==> src/rtl/add_tree_acc.sv <==
`default_nettype none
//==============================================================================
//  Module   : add_tree_acc
//  Purpose  : Sums NUM_IN unsigned lanes per beat through a registered
//             pairwise adder tree, then accumulates the per-beat sums over a
//             block framed by first/last flags. One block total is emitted
//             per block, with a valid/ready handshake and a sticky overflow
//             flag (saturating or wrapping, selected by SATURATE).
//  Revision : 1.0  initial release
//------------------------------------------------------------------------------
//  Ports
//    clk          in   1                   clock, rising edge
//    rst          in   1                   asynchronous reset, active high
//    in_valid     in   1                   beat present on in_data
//    in_ready     out  1                   beat accepted when valid && ready
//    in_first     in   1                   beat starts a block
//    in_last      in   1                   beat ends a block
//    in_data      in   NUM_IN*BIT_WIDTH    lane k = [k*BIT_WIDTH +: BIT_WIDTH]
//    out_valid    out  1                   out_sum/out_overflow hold a result
//    out_ready    in   1                   downstream accepts the result
//    out_sum      out  ACC_WIDTH           block total
//    out_overflow out  1                   block total exceeded 2^ACC_WIDTH-1
//------------------------------------------------------------------------------
//  Parameters: NUM_IN must be a power of two in 2..16, and ACC_WIDTH must be
//  at least BIT_WIDTH + log2(NUM_IN) so the tree sum always fits.
//==============================================================================
module add_tree_acc #(
   parameter int BIT_WIDTH = 14,
   parameter int NUM_IN    = 4,
   parameter int ACC_WIDTH = 20,
   parameter int SATURATE  = 1
) (
   input  logic                          clk,
   input  logic                          rst,
   input  logic                          in_valid,
   output logic                          in_ready,
   input  logic                          in_first,
   input  logic                          in_last,
   input  logic [NUM_IN*BIT_WIDTH-1:0]   in_data,
   output logic                          out_valid,
   input  logic                          out_ready,
   output logic [ACC_WIDTH-1:0]          out_sum,
   output logic                          out_overflow
);

   localparam int LOG2  = $clog2(NUM_IN);
   localparam int SUM_W = BIT_WIDTH + LOG2;
   localparam int NODES = 2 * NUM_IN;

   // Single stall condition for the whole pipeline: everything advances
   // unless a finished result is waiting on a stalled consumer.
   logic en;

   // Tree stored heap-style: node[1] is the root, node[i] = node[2i] +
   // node[2i+1], leaves are node[NUM_IN .. 2*NUM_IN-1]. Every node is a
   // register, so a node at depth d lands LOG2-d edges after acceptance.
   // All nodes share the final width; upper bits of shallow levels are
   // constant zero and are trimmed by synthesis.
   logic [SUM_W-1:0] node [1:NODES-1];

   // Side-band flags travelling with the tree; index LOG2 aligns with root.
   logic [LOG2:0] vld;
   logic [LOG2:0] fst;
   logic [LOG2:0] lst;

   logic                 in_block;   // a block is open (last not yet seen)
   logic [ACC_WIDTH-1:0] acc;
   logic                 acc_ovf;

   logic                 start;
   logic [ACC_WIDTH:0]   base_ext;
   logic [ACC_WIDTH:0]   tree_ext;
   logic [ACC_WIDTH:0]   sum_ext;
   logic                 carry;
   logic [ACC_WIDTH-1:0] acc_next;
   logic                 ovf_next;

   assign en       = !out_valid || out_ready;
   assign in_ready = en;

   //---------------------------------------------------------------------------
   // Adder tree and side-band pipeline
   //---------------------------------------------------------------------------
   always_ff @(posedge clk or posedge rst) begin
      if (rst) begin
         for (int i = 1; i < NODES; i++) begin
            node[i] <= '0;
         end
         vld <= '0;
         fst <= '0;
         lst <= '0;
      end else if (en) begin
         for (int k = 0; k < NUM_IN; k++) begin
            node[NUM_IN + k] <= SUM_W'(in_data[k*BIT_WIDTH +: BIT_WIDTH]);
         end
         for (int i = 1; i < NUM_IN; i++) begin
            node[i] <= node[2*i] + node[2*i + 1];
         end
         vld <= {vld[LOG2-1:0], in_valid};
         fst <= {fst[LOG2-1:0], in_first};
         lst <= {lst[LOG2-1:0], in_last};
      end
   end

   //---------------------------------------------------------------------------
   // Accumulate step. A beat starts a block when flagged first or when no
   // block is open (after a last beat or after reset); starting drops any
   // partial total, which is how an aborted block disappears silently.
   //---------------------------------------------------------------------------
   always_comb begin
      start    = fst[LOG2] || !in_block;
      base_ext = start ? '0 : {1'b0, acc};
      tree_ext = (ACC_WIDTH+1)'(node[1]);
      sum_ext  = base_ext + tree_ext;
      carry    = sum_ext[ACC_WIDTH];
      // Once clamped at all-ones, any further non-negative addend either
      // carries again or adds zero, so the clamp holds for the whole block.
      acc_next = (carry && (SATURATE != 0)) ? '1 : sum_ext[ACC_WIDTH-1:0];
      ovf_next = (!start && acc_ovf) || carry;
   end

   always_ff @(posedge clk or posedge rst) begin
      if (rst) begin
         acc          <= '0;
         acc_ovf      <= 1'b0;
         in_block     <= 1'b0;
         out_valid    <= 1'b0;
         out_sum      <= '0;
         out_overflow <= 1'b0;
      end else if (en) begin
         if (vld[LOG2]) begin
            acc      <= acc_next;
            acc_ovf  <= ovf_next;
            in_block <= !lst[LOG2];
         end
         // With en high the current result (if any) is being taken, so
         // out_valid simply follows whether a new result loads now.
         if (vld[LOG2] && lst[LOG2]) begin
            out_valid    <= 1'b1;
            out_sum      <= acc_next;
            out_overflow <= ovf_next;
         end else begin
            out_valid    <= 1'b0;
         end
      end
   end

endmodule
`default_nettype wire

==> config.mk <==
export PLATFORM = sky130hd
export DESIGN_NAME = add_tree_acc
export DESIGN_NICKNAME = d
export VERILOG_FILES = /design/src/rtl/add_tree_acc.sv
export SDC_FILE = /design/constraint.sdc
export NUM_CORES = 1
export LEC_CHECK = 0
export CORE_ASPECT_RATIO = 1.75
export CORE_MARGIN = 10
export CORE_UTILIZATION = 43
export CTS_CLUSTER_DIAMETER = 100
export DETAILED_ROUTE_END_ITERATION = 16
export DONT_BUFFER_PORTS = 1
export SYNTH_ARGS = -nofsm -noshare
export SYNTH_HDL_FRONTEND = slang
export SYNTH_SLANG_ARGS = --single-unit
==> constraint.sdc <==
create_clock -name clk -period 9.61 [get_ports clk]
set_input_delay 1.922 -clock clk [delete_from_list [all_inputs] [get_ports clk]]
set_output_delay 1.922 -clock clk [all_outputs]
set_load 0.03 [all_outputs]
# After elaboration in Yosys (flattened, before gate mapping)
# Index checks and enable logic that the tools add are counted.
# W data, S select, Z words.
dict set report word_totals {
  register_bits 157
  in_bits 62
  output_inout_bits 23
  elab_cells 34
}
dict set report op_classes {
  n_addsub 4
  muxes 3
  n_reduce_logical 11
}
# operator count
set ops {}
lappend ops {{$mux W20} 2}
lappend ops {{$add A14 B14 Y15} 2}
lappend ops {{$add A20 B16 Y21} 1}
lappend ops {{$add A16 B16 Y16} 1}
lappend ops {{$logic_not A1 Y1} 4}
lappend ops {{$reduce_and A2 Y1} 2}
lappend ops {{$logic_or A1 B1 Y1} 3}
lappend ops {{$logic_and A1 B1 Y1} 2}
lappend ops {{$mux W1} 1}

# Logic depth before layout (Yosys ltp)
# Gate-level depths: netlist of the first run.
dict set report depth {
  word_depth 5
  ltp_mapped 15
  ltp_nobuf 12
}

# Worst setup path after synthesis of the first run
# No wires, ideal clock.
dict set report synth_path {
  path_kind {in2out}
  start {in out_ready}
  end {out in_ready}
  t_arrival_ns 3.198
  required_ns 7.688
  slack_ns 4.490
  cell_stages 6
  path_buffers 4
  cell_sequence {nor2b_1 -> clkbuf_1 -> inv_2 -> clkbuf_1 -> clkbuf_1 -> buf_1}
}
dict set report synth_between {
  elab_chain_len 1
}
# element line_no
set synth_rtl {}
lappend synth_rtl {{start: declaration} 41} ;# input logic out_ready,
lappend synth_rtl {{$logic_or A1 B1 Y1} 78} ;# assign en = !out_valid || out_ready;
lappend synth_rtl {{end: declaration} 36} ;# output logic in_ready,
# No other way between the ends.

# Worst setup path after layout of the first run
# Ends and elaborated chain as after synthesis.

==> impl_metrics.env, run 1 <==
export IMPL_grt_use_total=0.1392
export IMPL_antenna_found_initial=0
export IMPL_rsz0062_at_grt="false"
export IMPL_clock_latency_ps=430
export IMPL_die_h_um=205.1
export IMPL_grt_max_degree=96
export IMPL_ff2ff_setup_slack_ps=5590
export IMPL_wl_per_cell_um=14.94
export IMPL_drv_slew=0
export IMPL_worstPathRequired_ps=7690
export IMPL_p_leak_nw=4.386
export IMPL_place_gp_congestion=0.7983
export IMPL_overflow=0
export IMPL_syn_area_um2=8414
export IMPL_hold_violations=0
export IMPL_die_w_um=125.7
export IMPL_tns_ps=0
export IMPL_rows=67
export IMPL_stdcell_count=1192
export IMPL_critical_path_class="primary input to output port"
export IMPL_relSlewSlack=0.2973
export IMPL_cp_start_kind="primary input"
export IMPL_syn2layout_area_growth_pct=8.848
export IMPL_worst_setup_path_end_kind="output port"
export IMPL_period_minus_slack_ps=5165
export IMPL_drt_wl_total_um=17810
export IMPL_critPathMaxFanout=90
export IMPL_cts_path_max_buffers=2
export IMPL_p_total_w=0.003493
export IMPL_hold_buffers=0
export IMPL_drt_iter0_markers=312
export IMPL_grt_pass1_wl_um=30010
export IMPL_max_cap_violations=0
export IMPL_antennaDiodeCount=0
export IMPL_grt_pass1_vias=6238
export IMPL_design_area_um2=9159
export IMPL_synth_top_area_share=0.4610
export IMPL_num_vias=6143
export IMPL_syn_area_per_cell_um2=8.792
export IMPL_vias_per_cell=5.154
export IMPL_cts_resized_gates=0
export IMPL_start_util=0.4383
export IMPL_cts_setup_buffers=0
export IMPL_die_area_um2=25780
export IMPL_htree_num_levels=4
export IMPL_synth_edf_count=0
export IMPL_fmax_mhz=193.6
export IMPL_post_route_period_util=0.5374
export IMPL_ant_nets=0
export IMPL_drt_drc_violations_left=0
export IMPL_ir_drop_mv=0.1569
export IMPL_drt_first_pass_iters=4
export IMPL_ys_flop_type="dfrtp_1"
export IMPL_synth_distinct_cells=55
export IMPL_skew_ps=14.88
export IMPL_placed_cells=1161
export IMPL_synth_top_cells_by_area="dfrtp_1, nand2_1, ha_1"
export IMPL_final_util=0.4771
export IMPL_drive_above_1_share=0.05468
export IMPL_setup_viol_count_final=0
export IMPL_powerDensity_nw_per_um2=381.3
export IMPL_clkSinkCount=155
export IMPL_yosys_warnings=0
export IMPL_worst_pin_slew_ps=1051
export IMPL_placed_cell_area_um2=8601
export IMPL_synthArstFlopShare=1.000
export IMPL_hpwlAfterDp_um=12790
export IMPL_post_synth_top_area_cell="dfrtp_1"
export IMPL_syn_nets=1082
export IMPL_port_buffers=0
export IMPL_cp_arrival_ps=3240
export IMPL_io_pins=85
export IMPL_synth_seq_cells=155
export IMPL_coreArea_um2=19200
export IMPL_nNetsFinal=1064
export IMPL_yosysSeqAreaShare=0.4610
export IMPL_syn_inst=957
export IMPL_cts_tree="built"
export IMPL_clkTransAtPathRegs_ps=60
export IMPL_status="finished clean"
export IMPL_root_buffer="clkbuf_16"
export IMPL_cts_inserted_buffers=17
export IMPL_hp_class="flop to flop"
[cell usage in the layout (no fill, tap or decap), drive strengths merged, types with 2 or more instances in the layout]
master	instances
o21ai	70
a21o	17
nand3b	2
a21oi	70
nand2b	5
ha	59
nand2	264
and2	20
o22ai	2
clkinv	2
or3	6
o21a	9
nor2	70
a31oi	10
nor2b	9
dfrtp	155
o21bai	6
a311oi	2
xor2	21
a31o	3
a21boi	3
nor3	12
clkinvlp	6
xnor2	23
nand3	8
nand4	2
and3	9
nand4b	2
inv	24
buf	4
a211oi	5
o31ai	11
or2	4
clkbuf	19
fa	4
o31a	2
[sequential cells by signal (all words and copies together), names as in the netlist]
name	cells
vld	3
lst	3
out_overflow	1
fst	3
in_block	1
acc_ovf	1
out_sum	20
acc	20
out_valid	1
node	102
[critical path: stages]
cell and delay, ps:
nor2b_4 80, buf_4 720, inv_4 490
[layout make-up]
class / instances / area (um2)
inverters: 21 / 86.33
fillers: 1857 / 10040
repair buffers: 4 / 30.03
clock buffers: 19 / 442.9
multi-input cells: 740 / 4304
clock inverters: 12 / 115.1
well taps: 241 / 301.5
flip-flops and latches: 155 / 3879
[final timing paths]
check / startpoint / endpoint / depth (start not counted)
max in group asynchronous: rst / vld[0] / 2
min in group asynchronous: rst / acc[12] / 1
hold reg to reg: vld[0] / vld[0] / 2
setup reg to reg: fst[2] / acc[11] / 12
setup / recovery: out_ready / in_ready / 3
hold / removal: vld[0] / vld[0] / 2
[synth_stat cells (8+ instances only)]
library cell and n:
a21o_1 17, a21oi_1 70, a31oi_1 10, and2_1 20, and3_1 8, clkbuf_1 32
dfrtp_1 155, ha_1 59, inv_1 20, nand2_1 264, nand3_1 8, nor2_1 70
nor2b_1 9, nor3_1 12, o21a_1 9, o21ai_0 20, o21ai_1 48, o31ai_1 9
xnor2_1 23, xor2_1 21
[per-layer routing]
metal | track usage | up-vias | wire length (um)
li1 | - | 3192 | -
met1 | 0.1542 | 2853 | 7471
met2 | 0.2560 | 83 | 9521
met3 | 0.03027 | 15 | 571
met4 | 0.04694 | 0 | 243
met5 | 0 | - | 0
[power breakdown]
part	internal [W]	switching, W	leakage, nW	total [W]
Sequential	0.000910	0.000231	1.86	0.00114
Combinational	0.000725	0.000982	2.28	0.00171
Clock	0.000364	0.000281	0.254	0.000645
[cells by family after synthesis]
group | count (synthesis) | share of synthesized area
buffers and inverters | 62 | 0.02870
muxes | 1 | 0.001338
and+or+nand+nor | 415 | 0.2082
AOI/OAI and AO/OA | 217 | 0.1578
adders and majority gates | 63 | 0.09725
xor gates and xnor gates | 44 | 0.04580
DFF | 155 | 0.4610
[stage by stage]
stage	setup slack [ps]	hold slack, ps
2_1_floorplan	3510	438.6
3_3_place_gp	4384	451.1
3_5_place_dp	4382	455.4
4_1_cts	4377	469.7
5_1_grt	4258	494.6
6_report	4445	466.8
No activity file was read; power rests on OpenSTA's default activity.
==> run 2, diff against run 1 <==
==> constraint.sdc (replaced) <==
create_clock -name clk -period 4.9 [get_ports clk]
set_input_delay 0.98 -clock clk [delete_from_list [all_inputs] [get_ports clk]]
set_output_delay 0.98 -clock clk [all_outputs]
set_load 0.03 [all_outputs]
==> run 2 against run 1 <==
Net effect:
- non-clock buffer count increased by 2
- utilization increased by 0.22 points
- clock power increased by 98%
- setup slack got worse by 3000 ps
- largest power group unchanged
- highest routed layer unchanged
==> impl_metrics.env, run 2 (synthesis gave the netlist of run 1 again) <==
export IMPL_crit_family="simple AND/OR/NAND/NOR gates"
export IMPL_reg_largest_list="node (102), acc (20), out_sum (20)"
export IMPL_status="finished clean"
export IMPL_relSlewSlack=0.2582
export IMPL_clkSinkCount=155
export IMPL_tns_ps=0
export IMPL_worst_pin_slew_ps=1110
export IMPL_setup_viol_count_final=0
export IMPL_final_util=0.4793
export IMPL_ff2ff_setup_slack_ps=1450
export IMPL_p_leak_nw=4.424
export IMPL_vias_per_cell=5.193
export IMPL_clock_latency_ps=440
export IMPL_hpwlAfterDp_um=13200
export IMPL_cts_path_max_buffers=2
export IMPL_cts_inserted_buffers=17
export IMPL_cp_arrival_ps=3740
export IMPL_powerDensity_nw_per_um2=750.3
export IMPL_fill_cells=1864
export IMPL_grt_pass1_vias=6195
export IMPL_coreArea_um2=19200
export IMPL_die_h_um=205.1
export IMPL_cts_tree="built"
export IMPL_grt_use_total=0.1442
export IMPL_drt_iter0_markers=401
export IMPL_worst_setup_path_end_kind="flop"
export IMPL_final_cell_mix="nand2_1, dfrtp_1, nor2_1, a21oi_1, ha_1"
export IMPL_rows=67
export IMPL_post_route_period_util=0.7048
export IMPL_drv_slew=0
export IMPL_place_gp_congestion=0.8526
export IMPL_overflow=0
export IMPL_drt_first_pass_iters=4
export IMPL_cts_setup_buffers=0
export IMPL_max_cap_violations=0
export IMPL_crit_chain="nor2b_1 -> buf_4 -> and2_1 -> ha_1 -> fa_1 -> a21oi_1 -> nand4b_1 -> and3_4 -> nand4b_1 -> o211ai_2 -> and3b_1 -> a21oi_1 -> o21ai_1"
export IMPL_r2r_start="in_block"
export IMPL_design_area_um2=9201
export IMPL_rsz0062_at_grt="false"
export IMPL_clkTransAtPathRegs_ps=70
export IMPL_htree_num_levels=4
export IMPL_grt_pass1_wl_um=30570
export IMPL_ir_drop_mv=0.2980
export IMPL_io_pins=85
export IMPL_root_buffer="clkbuf_16"
export IMPL_placed_cell_area_um2=8625
export IMPL_drive_above_1_share=0.05765
export IMPL_cp_start_kind="flop"
export IMPL_ant_nets=0
export IMPL_largest_reg_flops=102
export IMPL_r2r_cells=13
export IMPL_hold_violations=0
export IMPL_p_total_w=0.006904
export IMPL_critical_path_class="flop to flop"
export IMPL_start_util=0.4383
export IMPL_final_common_cell="nand2_1"
export IMPL_r2r_end="acc[6]"
export IMPL_cts_resized_gates=0
export IMPL_slowest_stage="and3b_1"
export IMPL_crit_buf_inv=1
export IMPL_nNetsFinal=1066
export IMPL_port_buffers=0
export IMPL_fmax_mhz=289.5
export IMPL_skew_ps=9.194
export IMPL_antennaDiodeCount=0
export IMPL_period_minus_slack_ps=3454
export IMPL_antenna_found_initial=0
export IMPL_crit_start="in_block"
export IMPL_die_area_um2=25780
export IMPL_endpoint="acc[6]"
export IMPL_max_stage_delay_ps=500
export IMPL_hp_class="flop to flop"
export IMPL_drt_drc_violations_left=0
export IMPL_worstPathRequired_ps=5180
export IMPL_critPathMaxFanout=26
export IMPL_hold_buffers=0
export IMPL_syn2layout_area_growth_pct=9.353
export IMPL_crit_cells=13
export IMPL_drt_wl_total_um=18400
export IMPL_wl_per_cell_um=15.39
export IMPL_die_w_um=125.7
export IMPL_num_vias=6206
export IMPL_grt_max_degree=156
export IMPL_largest_register="node"
run 2: worst min-delay path by stage:
stage                  start  depth (start not counted)  slack [ps]        to
floorplan             fst[0]                          2         440    fst[0]
global placement      fst[1]                          2         450    fst[1]
detailed placement    lst[1]                          2         460    lst[1]
CTS                   lst[1]                          2         470    lst[1]
global route        node[61]                          2         500  node[61]
finish                lst[1]                          2         470    lst[1]
run 2: where the power goes:
group	leakage, nW	internal, W	switching, W	total [W]
combinational	2.28	0.00143	0.00195	0.00338
clock	0.284	0.000723	0.000557	0.00128
sequential	1.86	0.00178	0.000460	0.00224
total	4.42	0.00394	0.00296	0.00690
run 2: metal layers:
metal,track usage,routed length [um],share of wire,vias to the layer above
met4,0.06163,404,0.022,0
met5,0,0,0,-
li1,-,-,-,3208
met2,0.2526,9493,0.52,98
met3,0.03907,825,0.045,24
met1,0.1604,7673,0.42,2876
run 2: metrics by stage:
step	std cells	worst slack, ps	hold WS (ps)
finish	1195	1446	465.9
global route	1195	1178	495.6
CTS	1195	1437	470.4
detailed placement	1163	1438	455.3
global placement	1163	1514	452.5
floorplan	957	1664	438.6
run 2: final cells by class:
class	count	area, um2	share of cell area
multi-input combinational	740	4302	0.4675
inverter	21	85.08	0.009247
clock buffer	18	439.2	0.04773
tap	241	301.5	0.03277
clock inverter	14	137.6	0.01496
sequential	155	3879	0.4215
timing repair buffer	6	57.56	0.006255
run 2: worst min-delay path: cells and delay by family (launching register included):
kind,cells,cell delay (ps)
flops,1,340
simple gates,2,100
==> run 3, diff against run 2 <==
==> constraint.sdc (replaced) <==
create_clock -name clk -period 3.2 [get_ports clk]
set_input_delay 0.64 -clock clk [delete_from_list [all_inputs] [get_ports clk]]
set_output_delay 0.64 -clock clk [all_outputs]
set_load 0.03 [all_outputs]
==> run 3 against run 2 <==
Net effect:
- largest cell class unchanged
- clock skew shrank 0.94 ps
- critical path depth did not move
- die area unchanged
- highest routed layer unchanged
- sequential share of layout area decreased by 0.64 points
- first-iteration DRC count fell by 18%
- register-to-register slack worse by 1300 ps
- wire length is 0.60% lower
- non-clock buffer count is 10 higher
- worst hold slack got worse by 150 ps
==> impl_metrics.env, run 3 (synthesis gave the netlist of run 1 again) <==
export IMPL_status="finished clean"
export IMPL_cts_setup_buffers=0
export IMPL_syn2layout_area_growth_pct=11.03
export IMPL_grt_use_total=0.1453
export IMPL_critical_path_class="flop to flop"
export IMPL_io_pins=85
export IMPL_root_buffer="clkbuf_16"
export IMPL_setup_viol_count_final=0
export IMPL_hp_class="primary input to flop"
export IMPL_die_area_um2=25780
export IMPL_antenna_found_initial=0
export IMPL_drt_wl_total_um=18290
export IMPL_grt_pass1_vias=6329
export IMPL_powerDensity_nw_per_um2=1161
export IMPL_largest_reg_flops=102
export IMPL_rsz0062_at_grt="false"
export IMPL_drt_drc_violations_left=0
export IMPL_max_cap_violations=0
export IMPL_htree_num_levels=4
export IMPL_num_vias=6275
export IMPL_clkSinkCount=155
export IMPL_worst_pin_slew_ps=920.8
export IMPL_grt_pass1_wl_um=31060
export IMPL_fmax_mhz=329.1
export IMPL_hpwlAfterDp_um=13540
export IMPL_port_buffers=0
export IMPL_worstPathRequired_ps=3500
export IMPL_p_leak_nw=4.489
export IMPL_cp_start_kind="flop"
export IMPL_nNetsFinal=1076
export IMPL_skew_ps=8.258
export IMPL_relSlewSlack=0.3861
export IMPL_die_h_um=205.1
export IMPL_ir_drop_mv=0.6112
export IMPL_wl_per_cell_um=15.19
export IMPL_cp_arrival_ps=3340
export IMPL_drt_iter0_markers=329
export IMPL_place_gp_congestion=0.8920
export IMPL_rows=67
export IMPL_post_route_period_util=0.9495
export IMPL_drv_slew=0
export IMPL_final_cell_mix="nand2_1, dfrtp_1, nor2_1, a21oi_1, ha_1"
export IMPL_die_w_um=125.7
export IMPL_clock_latency_ps=430
export IMPL_tns_ps=0
export IMPL_grt_max_degree=136
export IMPL_vias_per_cell=5.212
export IMPL_final_util=0.4867
export IMPL_hold_violations=0
export IMPL_ant_nets=0
export IMPL_max_stage_delay_ps=400
export IMPL_cts_inserted_buffers=17
export IMPL_coreArea_um2=19200
export IMPL_period_minus_slack_ps=3038
export IMPL_cts_path_max_buffers=2
export IMPL_reg_largest_list="node (102), acc (20), out_sum (20)"
export IMPL_crit_family="simple AND/OR/NAND/NOR gates"
export IMPL_crit_buf_inv=1
export IMPL_drt_first_pass_iters=4
export IMPL_overflow=0
export IMPL_critPathMaxFanout=9
export IMPL_final_common_cell="nand2_1"
export IMPL_largest_register="node"
export IMPL_start_util=0.4383
export IMPL_cts_tree="built"
export IMPL_crit_chain="nor2b_2 -> and2_1 -> ha_1 -> fa_1 -> a21oi_1 -> nand4b_1 -> and3_4 -> nand4b_1 -> o211ai_2 -> and3b_1 -> buf_4 -> a21oi_1 -> o21ai_1"
export IMPL_antennaDiodeCount=0
export IMPL_drive_above_1_share=0.06542
export IMPL_clkTransAtPathRegs_ps=60
export IMPL_worst_setup_path_end_kind="flop"
export IMPL_fill_cells=1869
export IMPL_slowest_stage="fa_1"
run 3: power breakdown:
part | leakage (nW) | total (W) | internal (W) | switching (W)
Sequential | 1.86 | 0.00344 | 0.00273 | 0.000709
Clock | 0.289 | 0.00211 | 0.00132 | 0.000787
Combinational | 2.35 | 0.00530 | 0.00228 | 0.00302
run 3: timing repair:
| action | 4_1_cts | 5_1_grt |
|---|---|---|
| endpoints found under the setup margin | 0 | 32 |
| hold endpoints to repair | 1 | 0 |
| gates resized for setup | 0 | 4 |
| hold buffers | 1 | 0 |
run 3: area by class of cell:
| type | instances | area, um2 | share of cell area |
|---|---|---|---|
| clock buffer | 20 | 446.7 | 0.04781 |
| clock inverter | 11 | 168.9 | 0.01808 |
| inverter | 21 | 85.08 | 0.009107 |
| multi-input combinational | 740 | 4310 | 0.4614 |
| sequential | 155 | 3879 | 0.4152 |
| tap | 241 | 301.5 | 0.03228 |
| timing repair buffer | 16 | 151.4 | 0.01620 |
run 3: through the flow:
step | std cells | hold WS (ps) | total power [W] | setup slack, ps | instance area [um2]
6_report | 1204 | 318.2 | 0.01085 | 161.6 | 9343
5_1_grt | 1204 | 307.1 | 0.01185 | 13.82 | 9343
4_1_cts | 1204 | 300.1 | 0.01099 | 128.8 | 9330
3_5_place_dp | 1172 | 418.8 | 0.008814 | 153.3 | 8705
3_3_place_gp | 1172 | 419.9 | 0.008739 | 213.2 | 8705
2_1_floorplan | 957 | 438.6 | 0.007563 | 158.2 | 8418
run 3: worst register-to-register path, delay by kind of cell, from the launching register on:
kind | cells | cell delay (ps)
adder cells (fa/ha/maj) | 2 | 600
flip-flops | 1 | 370
AO/OA/AOI/OAI | 4 | 670
buffers and inverters | 1 | 170
AND/OR/NAND/NOR | 6 | 1090
run 3: path summary, 6_finish.rpt:
path	from	endpoint	slack, ps	cells past startpoint
max	in_block	out_sum[6]	160	13
min	in_data[4]	node[52]	320	2
max reg2reg	in_block	out_sum[6]	160	13
min reg2reg	lst[1]	lst[1]	460	2
max in group asynchronous	rst	node[37]	1920	3
min in group asynchronous	rst	node[13]	580	2
run 3: layer usage:
metal	part of all wire	vias up	GRT usage
li1	-	3236	-
met1	0.41	2899	0.1625
met2	0.52	108	0.2549
met3	0.039	32	0.03648
met4	0.024	0	0.06408
met5	0	-	0
